$ cat src/rtl/hazard_pkg.sv
// hazard_pkg: shared constants, MUL/DIV tracker state type and register-index width helper
package hazard_pkg;
  localparam logic [1:0] FWD_RF = 2'b00;
  localparam logic [1:0] FWD_M  = 2'b10;
  localparam logic [1:0] FWD_W  = 2'b01;
  typedef enum logic {MD_IDLE, MD_BUSY} md_state_t;
  function automatic int reg_aw(input int n);
    return (n > 1) ? $clog2(n) : 1;
  endfunction
endpackage

$ cat src/rtl/md_tracker.sv
// md_tracker: MUL/DIV busy FSM, latency counter, result destination and pending-register scoreboard
module md_tracker import hazard_pkg::*; #(
  parameter int NREG = 32,
  parameter int MD_LAT = 4,
  localparam int REG_AW = reg_aw(NREG)
) (
  input  logic              clk,
  input  logic              reset,
  input  logic              i_md_start_e,
  input  logic [REG_AW-1:0] i_rd_e,
  output logic              o_busy,
  output logic              o_md_write,
  output logic [REG_AW-1:0] o_md_rd,
  output logic [NREG-1:0]   o_pending
);
  localparam int CW = $clog2(MD_LAT) + 1;
  md_state_t         r_state, w_state_n;
  logic [CW-1:0]     r_cnt, w_cnt_n;
  logic              r_md_write, w_md_write_n;
  logic [REG_AW-1:0] r_md_rd, w_md_rd_n;
  logic [NREG-1:0]   r_pending, w_pending_n, w_clr, w_set;
  logic              w_accept;
  // A new issue is taken when idle or in the write-back cycle, which frees the unit at its closing edge
  always_comb begin
    w_accept     = i_md_start_e & ((r_state == MD_IDLE) | r_md_write);
    w_state_n    = w_accept ? MD_BUSY : (r_md_write ? MD_IDLE : r_state);
    w_cnt_n      = w_accept ? CW'(MD_LAT - 1) : ((r_state == MD_BUSY && r_cnt != '0) ? r_cnt - 1'b1 : r_cnt);
    w_md_write_n = (r_state == MD_BUSY) & (r_cnt == CW'(1));
    w_md_rd_n    = w_accept ? i_rd_e : r_md_rd;
    w_clr        = r_md_write ? (NREG'(1) << r_md_rd) : '0;
    w_set        = (w_accept && i_rd_e != '0) ? (NREG'(1) << i_rd_e) : '0;
    w_pending_n  = (r_pending & ~w_clr) | w_set;
  end
  // State register; reset drops any in-flight operation so no write appears after release
  always_ff @(posedge clk or posedge reset) begin
    if (reset) begin
      r_state    <= MD_IDLE;
      r_cnt      <= '0;
      r_md_write <= 1'b0;
      r_md_rd    <= '0;
      r_pending  <= '0;
    end else begin
      r_state    <= w_state_n;
      r_cnt      <= w_cnt_n;
      r_md_write <= w_md_write_n;
      r_md_rd    <= w_md_rd_n;
      r_pending  <= w_pending_n;
    end
  end
  assign o_busy     = r_state == MD_BUSY;
  assign o_md_write = r_md_write;
  assign o_md_rd    = r_md_rd;
  assign o_pending  = r_pending;
endmodule

$ cat src/rtl/hazard_scoreboard.sv
// hazard_scoreboard: forwarding, load-use/scoreboard/structural stalls and flushes for a pipeline with a multi-cycle MUL/DIV
// HAZARD_PERF_CNT_EN adds saturating stall, flush and MUL/DIV issue counters
module hazard_scoreboard import hazard_pkg::*; #(
  parameter int NREG = 32,
  parameter int MD_LAT = 4,
  localparam int REG_AW = reg_aw(NREG)
) (
  input  logic              clk,
  input  logic              reset,
  input  logic [REG_AW-1:0] i_rs1_d,
  input  logic [REG_AW-1:0] i_rs2_d,
  input  logic [REG_AW-1:0] i_rd_d,
  input  logic              i_md_start_d,
  input  logic [REG_AW-1:0] i_rs1_e,
  input  logic [REG_AW-1:0] i_rs2_e,
  input  logic [REG_AW-1:0] i_rd_e,
  input  logic              i_result_src_e0,
  input  logic              i_md_start_e,
  input  logic              i_pc_src_e,
  input  logic              i_reg_write_m,
  input  logic [REG_AW-1:0] i_rd_m,
  input  logic              i_reg_write_w,
  input  logic [REG_AW-1:0] i_rd_w,
  output logic [1:0]        o_forward_ae,
  output logic [1:0]        o_forward_be,
  output logic              o_stall_f,
  output logic              o_stall_d,
  output logic              o_flush_d,
  output logic              o_flush_e,
  output logic              o_md_write,
  output logic [REG_AW-1:0] o_md_rd
`ifdef HAZARD_PERF_CNT_EN
  ,
  output logic [31:0]       o_stall_cnt,
  output logic [31:0]       o_flush_cnt,
  output logic [31:0]       o_md_op_cnt
`endif
);
  logic [NREG-1:0] w_pending;
  logic            w_busy, w_lw_stall, w_sb_stall, w_md_stall, w_stall;
  function automatic logic [1:0] fwd(input logic [REG_AW-1:0] rs, input logic wm, input logic [REG_AW-1:0] rdm,
                                     input logic ww, input logic [REG_AW-1:0] rdw);
    return (wm && rdm != '0 && rdm == rs) ? FWD_M : ((ww && rdw != '0 && rdw == rs) ? FWD_W : FWD_RF);
  endfunction
  // A register is busy if already pending or being claimed by the MUL/DIV issuing this cycle
  function automatic logic sb_hit(input logic [REG_AW-1:0] r, input logic [NREG-1:0] p,
                                  input logic me, input logic [REG_AW-1:0] re);
    return (r != '0) && (p[r] || (me && r == re));
  endfunction
  md_tracker #(.NREG(NREG), .MD_LAT(MD_LAT)) u_md (
    .clk          (clk),
    .reset        (reset),
    .i_md_start_e (i_md_start_e),
    .i_rd_e       (i_rd_e),
    .o_busy       (w_busy),
    .o_md_write   (o_md_write),
    .o_md_rd      (o_md_rd),
    .o_pending    (w_pending)
  );
  // Operand forwarding from M (priority) then W; x0 is never forwarded
  always_comb begin
    o_forward_ae = fwd(i_rs1_e, i_reg_write_m, i_rd_m, i_reg_write_w, i_rd_w);
    o_forward_be = fwd(i_rs2_e, i_reg_write_m, i_rd_m, i_reg_write_w, i_rd_w);
  end
  // Stalls are suppressed on a taken branch because the D instruction is on the wrong path
  always_comb begin
    w_lw_stall = i_result_src_e0 & (i_rd_e != '0) & ((i_rd_e == i_rs1_d) | (i_rd_e == i_rs2_d));
    w_sb_stall = sb_hit(i_rs1_d, w_pending, i_md_start_e, i_rd_e) | sb_hit(i_rs2_d, w_pending, i_md_start_e, i_rd_e)
               | sb_hit(i_rd_d, w_pending, i_md_start_e, i_rd_e);
    w_md_stall = i_md_start_d & (w_busy | i_md_start_e);
    w_stall    = (w_lw_stall | w_sb_stall | w_md_stall) & ~i_pc_src_e;
    o_stall_f  = w_stall;
    o_stall_d  = w_stall;
    o_flush_d  = i_pc_src_e;
    o_flush_e  = w_stall | i_pc_src_e;
  end
`ifdef HAZARD_PERF_CNT_EN
  logic [31:0] r_stall_cnt, r_flush_cnt, r_md_op_cnt;
  // Saturating event counters
  always_ff @(posedge clk or posedge reset) begin
    if (reset) begin
      r_stall_cnt <= '0;
      r_flush_cnt <= '0;
      r_md_op_cnt <= '0;
    end else begin
      r_stall_cnt <= r_stall_cnt + 32'(o_stall_d && r_stall_cnt != '1);
      r_flush_cnt <= r_flush_cnt + 32'(o_flush_e && !w_stall && r_flush_cnt != '1);
      r_md_op_cnt <= r_md_op_cnt + 32'(i_md_start_e && r_md_op_cnt != '1);
    end
  end
  assign o_stall_cnt = r_stall_cnt;
  assign o_flush_cnt = r_flush_cnt;
  assign o_md_op_cnt = r_md_op_cnt;
`endif
endmodule
$ cat config.mk
export PLATFORM = sky130hd
export DESIGN_NAME = hazard_scoreboard
export DESIGN_NICKNAME = d
export VERILOG_FILES = /design/src/rtl/hazard_pkg.sv /design/src/rtl/md_tracker.sv /design/src/rtl/hazard_scoreboard.sv
export SDC_FILE = /design/constraint.sdc
export NUM_CORES = 1
export LEC_CHECK = 0
export BUFFER_PORTS_ARGS = -buffer_cell sky130_fd_sc_hd__buf_2
export CAP_MARGIN = 25
export CELL_PAD_IN_SITES_DETAIL_PLACEMENT = 1
export CELL_PAD_IN_SITES_GLOBAL_PLACEMENT = 2
export CORE_MARGIN = 5
export CORE_UTILIZATION = 37
export DETAILED_ROUTE_END_ITERATION = 6
export PLACE_DENSITY = 0.93
export SLEW_MARGIN = 15
export SYNTH_ARGS = -nofsm -noshare
export SYNTH_HDL_FRONTEND = slang
export SYNTH_SLANG_ARGS = --single-unit
$ cat constraint.sdc
create_clock -name clk -period 3.8 [get_ports clk]
set_input_delay 0.19 -clock clk [delete_from_list [all_inputs] [get_ports clk]]
set_output_delay 0.19 -clock clk [all_outputs]
set_load 0.02 [all_outputs]
==> results of run 1 <==
flip-flops by register name, summed over array words and instances (netlist names):
| signal | count |
|---|---|
| u_md.o_md_write | 1 |
| u_md.o_md_rd | 5 |
| u_md.r_cnt | 3 |
| u_md.o_busy | 1 |
| u_md.o_pending | 32 |
tightest hold or removal path: stages:
cell and delay [ns]:
buf_2 0.09, inv_1 0.04, buf_4 0.44
final timing paths:
| path | from | end | cells past startpoint |
|---|---|---|---|
| hold reg to reg | u_md.r_cnt[1]$_DFFE_PP0P_ | u_md.r_cnt[1]$_DFFE_PP0P_ | 2 |
| setup / recovery | u_md.o_pending[15]$_DFF_PP0_ | o_stall_f | 6 |
| hold / removal | reset | u_md.o_pending[17]$_DFF_PP0_ | 3 |
| max in group asynchronous | reset | u_md.r_cnt[0]$_DFFE_PP0P_ | 3 |
| min in group clk | i_md_start_e | u_md.o_busy$_DFFE_PP0P_ | 2 |
| setup reg to reg | u_md.o_md_write$_DFF_PP0_ | u_md.o_pending[1]$_DFF_PP0_ | 4 |
where the power goes:
| part | internal [mW] | switching [mW] | total (mW) |
|---|---|---|---|
| sequential | 0.633 | 0.287 | 0.920 |
| combinational | 0.401 | 0.480 | 0.881 |
| clock | 0.194 | 0.160 | 0.353 |
| total | 1.23 | 0.927 | 2.15 |
Yosys cell counts, types with 9 or more instances:
| cell type | number | share of area |
|---|---|---|
| o21ai_0 | 55 | 0.084 |
| xnor2_1 | 13 | 0.035 |
| nand2_1 | 35 | 0.040 |
| mux4_2 | 20 | 0.14 |
| nor2_1 | 9 | 0.010 |
| xor2_1 | 23 | 0.062 |
| nand3_1 | 9 | 0.014 |
| dfrtp_1 | 42 | 0.32 |
| nand2b_1 | 13 | 0.025 |
cell families after synthesis:
kind of cell / Yosys count / synth area share
mux: 29 / 0.1709
fa+ha+maj: 3 / 0.01150
compound gates: 92 / 0.1683
xor+xnor: 36 / 0.09659
simple gates: 106 / 0.1717
flops: 42 / 0.3220
buf+inv: 31 / 0.05902
layout make-up:
type                       count  area [sq um]
fill                        1020          5024
multi-input combinational    266          2021
sequential                    42          1051
timing repair buffer          62         312.8
tap                          108         135.1
clock buffer                   5         68.82
clock inverter                 3         40.04
inverter                       7         26.28
per-layer routing:
layer	vias up	global-route usage	share of wire
li1	1350	-	-
met1	1527	0.2548	0.41
met2	131	0.3406	0.49
met3	28	0.05711	0.076
met4	0	0.07123	0.027
met5	-	0	0
per-stage QoR:
step / setup WS, ns / cells
6_report: 1.272 / 493
5_1_grt: 1.138 / 493
4_1_cts: 1.310 / 493
3_5_place_dp: 1.486 / 485
3_3_place_gp: 1.527 / 485
2_1_floorplan: 1.645 / 339
==> impl_metrics.toml, run 1 <==
[routing]
routedWlPerCell_um = 22.14
via_count = 3036
drt_wl_total_um = 10910
drt-initial-drc-count = 193
dr.pass1.iters = 4
ant_nets = 0
drcViolationCount = 0
via_per_inst = 6.158

[clock_network]
cts_max_level = 2
clk_pin_slew_ns = 0.08
ctsRootBufferMaster = "clkbuf_8"
cts_buffers = 5
clock_path_buffers = 2
post_cts_resized = 0
insertion_delay_ns = 0.30
cts_setup_buffers = 0
cts_tree = "yes"
numClockSinks = 42
hold_buffers = 0

[synth]
ys_warn_count = 0
synth_edf_count = 0
synthFlopType = "dfrtp_1"
syn-num-nets = 390
synthDistinctLibCells = 52
avgSynthCellArea_sq_um = 9.629
netlist_instances = 339
netlist_area_sq_um = 3264
ys_seq_elements = 42
seq_area_frac_synth = 0.3220
async_flop_share = 1.000

[sta]
max_freq_ghz = 0.3955
relSlewSlack = 0.5969
rsz0062_at_grt = "false"
tns_ns = 0
worstMarginPinSlew_ns = 0.6046
maxSlewViolCount = 0
skew_ns = 0.003386
final-hold-violation-count = 0
finalCritPeriodShare = 0.6654
setup_viol = 0
post-route-min-period_ns = 2.528
whs_ns = 0.007454

[final_layout]
n_antenna_cell = 0
final_cell_mix = "buf_2, o21ai_0, dfrtp_1"
utilization = 0.4211
final_common_cell = "buf_2"
drive_above_1_share = 0.2571
nets = 435
design_area_sq_um = 3655
area_growth_pct = 11.96

[worst_setup_path]
crit_path_max_incr_delay_ns = 0.47
cp-end-kind = "primary output"
rrSetupSlack_ns = 1.92
critPathRequiredTime_ns = 3.61
startpoint_type = "flip-flop"
critPathBufInv = 1
critical_path_class = "flip-flop to primary output"
slowest_stage = "mux4_2"
cp.arrival_ns = 2.34
cp_max_fo = 4
critical-path-top-delay-family = "compound AO/OA/AOI/OAI gates"
crit_chain = "mux4_2 -> a21oi_1 -> o211ai_1 -> nor4_1 -> a31oi_1 -> buf_2"

[power]
power_mw = 2.154
ir_drop_uv = 386.4
p_per_area_nw_per_um2 = 589.4
p_leak_nw = 1.397

[flow_run]
maxCapViolations = 0

[die]
core_area_sq_um = 8678
die_w_um = 103.9
row_count = 34
die-area_sq_um = 10800
initial_core_util = 0.3762
die_h_um = 103.9
pin_count = 62

[grt]
grtUsageTotal = 0.2047
antenna_found_initial = 0
grt-ovfl-total = 0
grt_pass1_vias = 3391
grt_pass1_wl_um = 17910
grt_max_degree = 43

[placed_design]
place_area_sq_um = 3546
gp_congestion = 0.8635
io_buffer_count = 61
place_hpwl_um = 8300

[run_status]
status = "finished clean"

[hold_path]
hp-class = "input port to async pin"
Power figures use the tool's default switching activity.
==> inputs of run 2 (changes only) <==
--- a/config.mk
+++ b/config.mk
@@ -10,9 +10,9 @@
 export CELL_PAD_IN_SITES_DETAIL_PLACEMENT = 1
 export CELL_PAD_IN_SITES_GLOBAL_PLACEMENT = 2
 export CORE_MARGIN = 5
-export CORE_UTILIZATION = 37
+export CORE_UTILIZATION = 31
 export DETAILED_ROUTE_END_ITERATION = 6
-export PLACE_DENSITY = 0.93
+export PLACE_DENSITY = 0.84
 export SLEW_MARGIN = 15
 export SYNTH_ARGS = -nofsm -noshare
 export SYNTH_HDL_FRONTEND = slang
==> constraint.sdc (replaced) <==
create_clock -name clk -period 2.2 [get_ports clk]
set_input_delay 0.11 -clock clk [delete_from_list [all_inputs] [get_ports clk]]
set_output_delay 0.11 -clock clk [all_outputs]
set_load 0.02 [all_outputs]
==> run 2 against run 1 <==
  * The flow now finishes with violations (setup timing)
  * Cell area grew 3.9%
  * Sequential power rose by 64%
  * Routed wire length increased by 0.59%
  * Non-clock buffer count is 12 higher
  * Sequential share of layout area is 1.1 points lower
  * Highest routed layer unchanged
  * Final cell count up 8.1%
  * Critical path depth rose by 1
  * Total power up 77%
  * Utilization shrank 5.2 points
==> impl_metrics.toml, run 2 (synthesized netlist as in run 1, its figures left out) <==
[power]
ir_drop_uv = 473.9
p_leak_nw = 1.455
p_per_area_nw_per_um2 = 1002

[clock_network]
cts_max_level = 2
clock_path_buffers = 2
cts_tree = "yes"
clk_pin_slew_ns = 0.09
insertion_delay_ns = 0.30
ctsRootBufferMaster = "clkbuf_8"
cts_buffers = 5
numClockSinks = 42

[final_layout]
largest_reg_flops = 32
drive_above_1_share = 0.2821
area_growth_pct = 16.29
final_cell_mix = "buf_2, o21ai_0, dfrtp_1"
n_antenna_cell = 0
seqCellArea_sq_um = 1051
fillerInstances = 1249
design_area_sq_um = 3796
multi_input_area_sq_um = 2032
final_common_cell = "buf_2"
final_cells = 533
nets = 447

[routing]
via_per_inst = 5.606
drt_wl_total_um = 10980
drcViolationCount = 0
drt-initial-drc-count = 249
routedWlPerCell_um = 20.60
dr.pass1.iters = 4
via_count = 2988
ant_nets = 0

[worst_setup_path]
startpoint_type = "flip-flop"
cp.arrival_ns = 2.13
critPathRequiredTime_ns = 2.09
cp-end-kind = "primary output"
cp_max_fo = 4
critical_path_class = "flip-flop to primary output"

[hold_path]
hp-class = "input port to flip-flop"

[sta]
relSlewSlack = 0.6262
final_critical_path_setup_slack_ns = -0.04018
setup_viol = 3
skew_ns = 0.01211
max_freq_ghz = 0.4464
maxSlewViolCount = 0
finalCritPeriodShare = 1.018
worstMarginPinSlew_ns = 0.5608
post-route-min-period_ns = 2.240
rsz0062_at_grt = "true"
whs_ns = 0.1163
final-hold-violation-count = 0

[placed_design]
place_hpwl_um = 8676
io_buffer_count = 61
gp_congestion = 0.8655
dp.cells = 519
place_area_sq_um = 3626

[die]
row_count = 37
pin_count = 62
die_w_um = 112.6
initial_core_util = 0.3176
core_area_sq_um = 10280
die_h_um = 112.6
die-area_sq_um = 12680

[grt]
grt_pass1_wl_um = 17740
grt-ovfl-total = 0
grtUsageTotal = 0.1745
grt_max_degree = 43
antenna_found_initial = 0
grt_pass1_vias = 3232

[run_status]
status = "finished, violations left"
violations = "setup timing"

[flow_run]
maxCapViolations = 0
run 2: cell types whose count changed in the layout (fill, tap and decap cells not counted), sizes merged:
cell,change
buf,+11
dlygate4sd3,+1
run 2: cell type report:
type | instances | area share
clock buffers | 5 | 0.01813
inverters | 7 | 0.006922
repair buffers | 74 | 0.1074
clock inverters | 3 | 0.01055
flip-flops and latches | 42 | 0.2769
multi-input cells | 266 | 0.5353
well taps | 136 | 0.04483
run 2: metrics by stage:
stage	util	worst slack, ns	TNS, ns	power, mW
CTS	0.3686	-0.02631	-0.06388	3.796
floorplan	-	0.1246	0	2.504
detailed placement	0.3528	0.1098	0	3.127
global route	0.3694	-0.1555	-0.4378	4.066
finish	0.3694	-0.04018	-0.09932	3.805
global placement	0.3528	0.1410	0	3.038
run 2: critical path, cell delays in order, from the launching register on:
cell	delay (ns)
dfrtp_1	0.42
mux4_2	0.47
mux2i_1	0.16
mux2i_1	0.11
o31a_2	0.29
o21ai_2	0.07
a31oi_1	0.11
buf_2	0.19
run 2: final timing paths:
path                            slack, ns                            to  cells past startpoint                         start
worst max register to register       0.47   u_md.o_pending[1]$_DFF_PP0_                      4     u_md.o_md_write$_DFF_PP0_
min in group asynchronous            0.50  u_md.o_pending[21]$_DFF_PP0_                      4                         reset
worst max-delay path                -0.04                     o_stall_f                      7  u_md.o_pending[14]$_DFF_PP0_
worst min-delay path                 0.12       u_md.o_busy$_DFFE_PP0P_                      2                  i_md_start_e
max in group asynchronous            1.32     u_md.r_cnt[2]$_DFFE_PP0P_                      4                         reset
worst min register to register       0.52     u_md.r_cnt[1]$_DFFE_PP0P_                      2     u_md.r_cnt[1]$_DFFE_PP0P_
run 2: where the power goes:
| group | internal, mW | switching (mW) |
|---|---|---|
| combinational | 0.785 | 0.896 |
| clock | 0.334 | 0.275 |
| sequential | 1.09 | 0.419 |
run 2: layer usage:
metal  vias to the layer above  GRT usage  share of wire
met5                         -          0              0
met4                         0    0.04167          0.018
met3                        24    0.02372          0.044
met2                        91     0.3057           0.51
met1                      1498     0.2274           0.43
li1                       1375          -              -
run 2: timing repair:
item	in CTS	in global routing
hold buffers	1	0
hold endpoints to repair	42	0
endpoints found under the setup margin	3	3
gates resized for setup	4	0
pin swaps	4	0
setup buffers	4	1
==> inputs of run 3 (changes only) <==
--- a/config.mk
+++ b/config.mk
@@ -13,6 +13,7 @@
 export CORE_UTILIZATION = 31
 export DETAILED_ROUTE_END_ITERATION = 6
 export PLACE_DENSITY = 0.84
+export RECOVER_POWER = 25
 export SLEW_MARGIN = 15
 export SYNTH_ARGS = -nofsm -noshare
 export SYNTH_HDL_FRONTEND = slang
==> run 3 against run 2 <==
  * Critical path depth unchanged
  * Via count up 0.30%
  * Largest cell class unchanged
  * Final cell count unchanged
  * Hold slack about the same
  * Flip-flop and latch count unchanged
  * Count of clock-buffer cells in the layout unchanged
  * Non-clock buffer count unchanged
  * Total power about the same
  * Register-to-register slack about the same
  * First-iteration DRC count down 4.0%
  * The run still ends with setup timing left
  * Routed wire length up 0.14%
==> impl_metrics.toml, run 3 (synthesized netlist as in run 1, its figures left out) <==
[sta]
setup_viol = 3
whs_ns = 0.1164
finalCritPeriodShare = 1.016
final-hold-violation-count = 0
post-route-min-period_ns = 2.235
rsz0062_at_grt = "true"
skew_ns = 0.01167
relSlewSlack = 0.2715
max_freq_ghz = 0.4473
final_critical_path_setup_slack_ns = -0.03543
maxSlewViolCount = 0
worstMarginPinSlew_ns = 1.093

[power]
ir_drop_uv = 473.6
p_per_area_nw_per_um2 = 1004
swShare = 0.4187
power.share.clock = 0.161
p_seq_frac = 0.397
power_switching_mw = 1.594
p_comb_frac = 0.442
p_int_mw = 2.213
p_leak_nw = 1.452

[worst_setup_path]
crit-reg2reg-launch = "u_md.o_md_write$_DFF_PP0_"
critical_path_class = "flip-flop to primary output"
crit_path_max_incr_delay_ns = 0.47
critPathBufInv = 1
cp.arrival_ns = 2.13
crit_cells = 7
cp-end-kind = "primary output"
crit_start = "u_md.o_pending[2]$_DFF_PP0_"
crit_chain = "mux4_2 -> mux2i_1 -> mux2i_1 -> o31a_2 -> o21ai_2 -> a31oi_1 -> buf_2"
critPathRequiredTime_ns = 2.09
cpMostUsedCell = "mux2i_1"
cp_max_fo = 4
startpoint_type = "flip-flop"
slowest_stage = "mux4_2"
worstRegToRegCells = 4
critical-path-top-delay-family = "multiplexers"

[routing]
routedWlPerCell_um = 20.62
drt_wl_total_um = 10990
ant_nets = 0
via_count = 2997
drt-initial-drc-count = 239
drcViolationCount = 0
dr.pass1.iters = 4
via_per_inst = 5.623

[grt]
grtUsageTotal = 0.1745
grt_pass1_wl_um = 17740
grt_pass1_vias = 3232
grt-ovfl-total = 0
antenna_found_initial = 0
grt_max_degree = 43

[final_layout]
final_cell_mix = "buf_2, o21ai_0, dfrtp_1"
drive_above_1_share = 0.2796
nets = 447
final_common_cell = "buf_2"
area_growth_pct = 16.17
n_antenna_cell = 0
largest_reg_flops = 32
utilization = 0.3690

[placed_design]
place_hpwl_um = 8676
gp_congestion = 0.8655
io_buffer_count = 61

[clock_network]
ctsRootBufferMaster = "clkbuf_8"
insertion_delay_ns = 0.30
clk_pin_slew_ns = 0.09
cts_tree = "yes"
numClockSinks = 42
clock_path_buffers = 2
cts_max_level = 2
cts_buffers = 5

[hold_path]
hold_depth = 2
worstHoldStart = "i_md_start_e"
hp-class = "input port to flip-flop"

[die]
pin_count = 62
die-area_sq_um = 12680
initial_core_util = 0.3176
core_area_sq_um = 10280
row_count = 37
die_w_um = 112.6
die_h_um = 112.6

[run_status]
status = "finished, violations left"
violations = "setup timing"

[flow_run]
maxCapViolations = 0
run 3: worst paths after layout:
path	end	slack, ns
setup / recovery	o_stall_f	-0.04
hold / removal	u_md.o_busy$_DFFE_PP0P_	0.12
setup reg to reg	u_md.o_pending[1]$_DFF_PP0_	0.47
hold reg to reg	u_md.r_cnt[1]$_DFFE_PP0P_	0.52
max in group asynchronous	u_md.r_cnt[2]$_DFFE_PP0P_	0.82
min in group asynchronous	u_md.o_pending[17]$_DFF_PP0_	0.70
run 3: cell type report:
| cell class | instances | area (sq um) |
|---|---|---|
| Clock buffer | 5 | 68.82 |
| Clock inverter | 3 | 40.04 |
| Fill cell | 1249 | 6485 |
| Inverter | 7 | 26.28 |
| Multi-Input combinational cell | 266 | 2032 |
| Sequential cell | 42 | 1051 |
| Tap cell | 136 | 170.2 |
| Timing Repair Buffer | 74 | 404.1 |
run 3: power groups by stage:
stage	registers [mW]	logic [mW]	clock network (mW)
3_3_place_gp	1.47	1.57	0
3_5_place_dp	1.52	1.61	0
5_1_grt	1.56	1.86	0.649
6_report	1.51	1.68	0.611
2_1_floorplan	1.40	1.11	0
4_1_cts	1.50	1.68	0.620
run 3: worst register-to-register path: stages (launching register included):
cell,delay [ns]
dfrtp_1,0.54
nand2b_1,0.20
nand2_1,0.17
or4_1,0.57
o21ai_0,0.17
run 3: layer usage:
metal	up-vias	track usage	wire, um
met5	-	0	0
met4	0	0.04167	197
met3	22	0.02372	467
met2	100	0.3057	5556
met1	1499	0.2274	4772
li1	1376	-	-
run 3: timing repair:
| item | in CTS | in global routing |
|---|---|---|
| hold buffers | 1 | 0 |
| setup endpoints to repair | 3 | 3 |
| resized for setup | 4 | 0 |
| buffers inserted | 4 | 1 |
| pin swaps | 4 | 0 |
| endpoints found under the hold margin | 42 | 0 |
run 3: per-stage QoR:
step | cells | cell area (sq um) | power, mW | worst slack (ns) | TNS [ns]
CTS | 532 | 3789 | 3.796 | -0.02631 | -0.06388
global route | 533 | 3792 | 4.065 | -0.1555 | -0.4378
global placement | 519 | 3626 | 3.038 | 0.1410 | 0
floorplan | 339 | 3264 | 2.504 | 0.1246 | 0
detailed placement | 519 | 3626 | 3.127 | 0.1098 | 0
finish | 533 | 3792 | 3.807 | -0.03543 | -0.08526
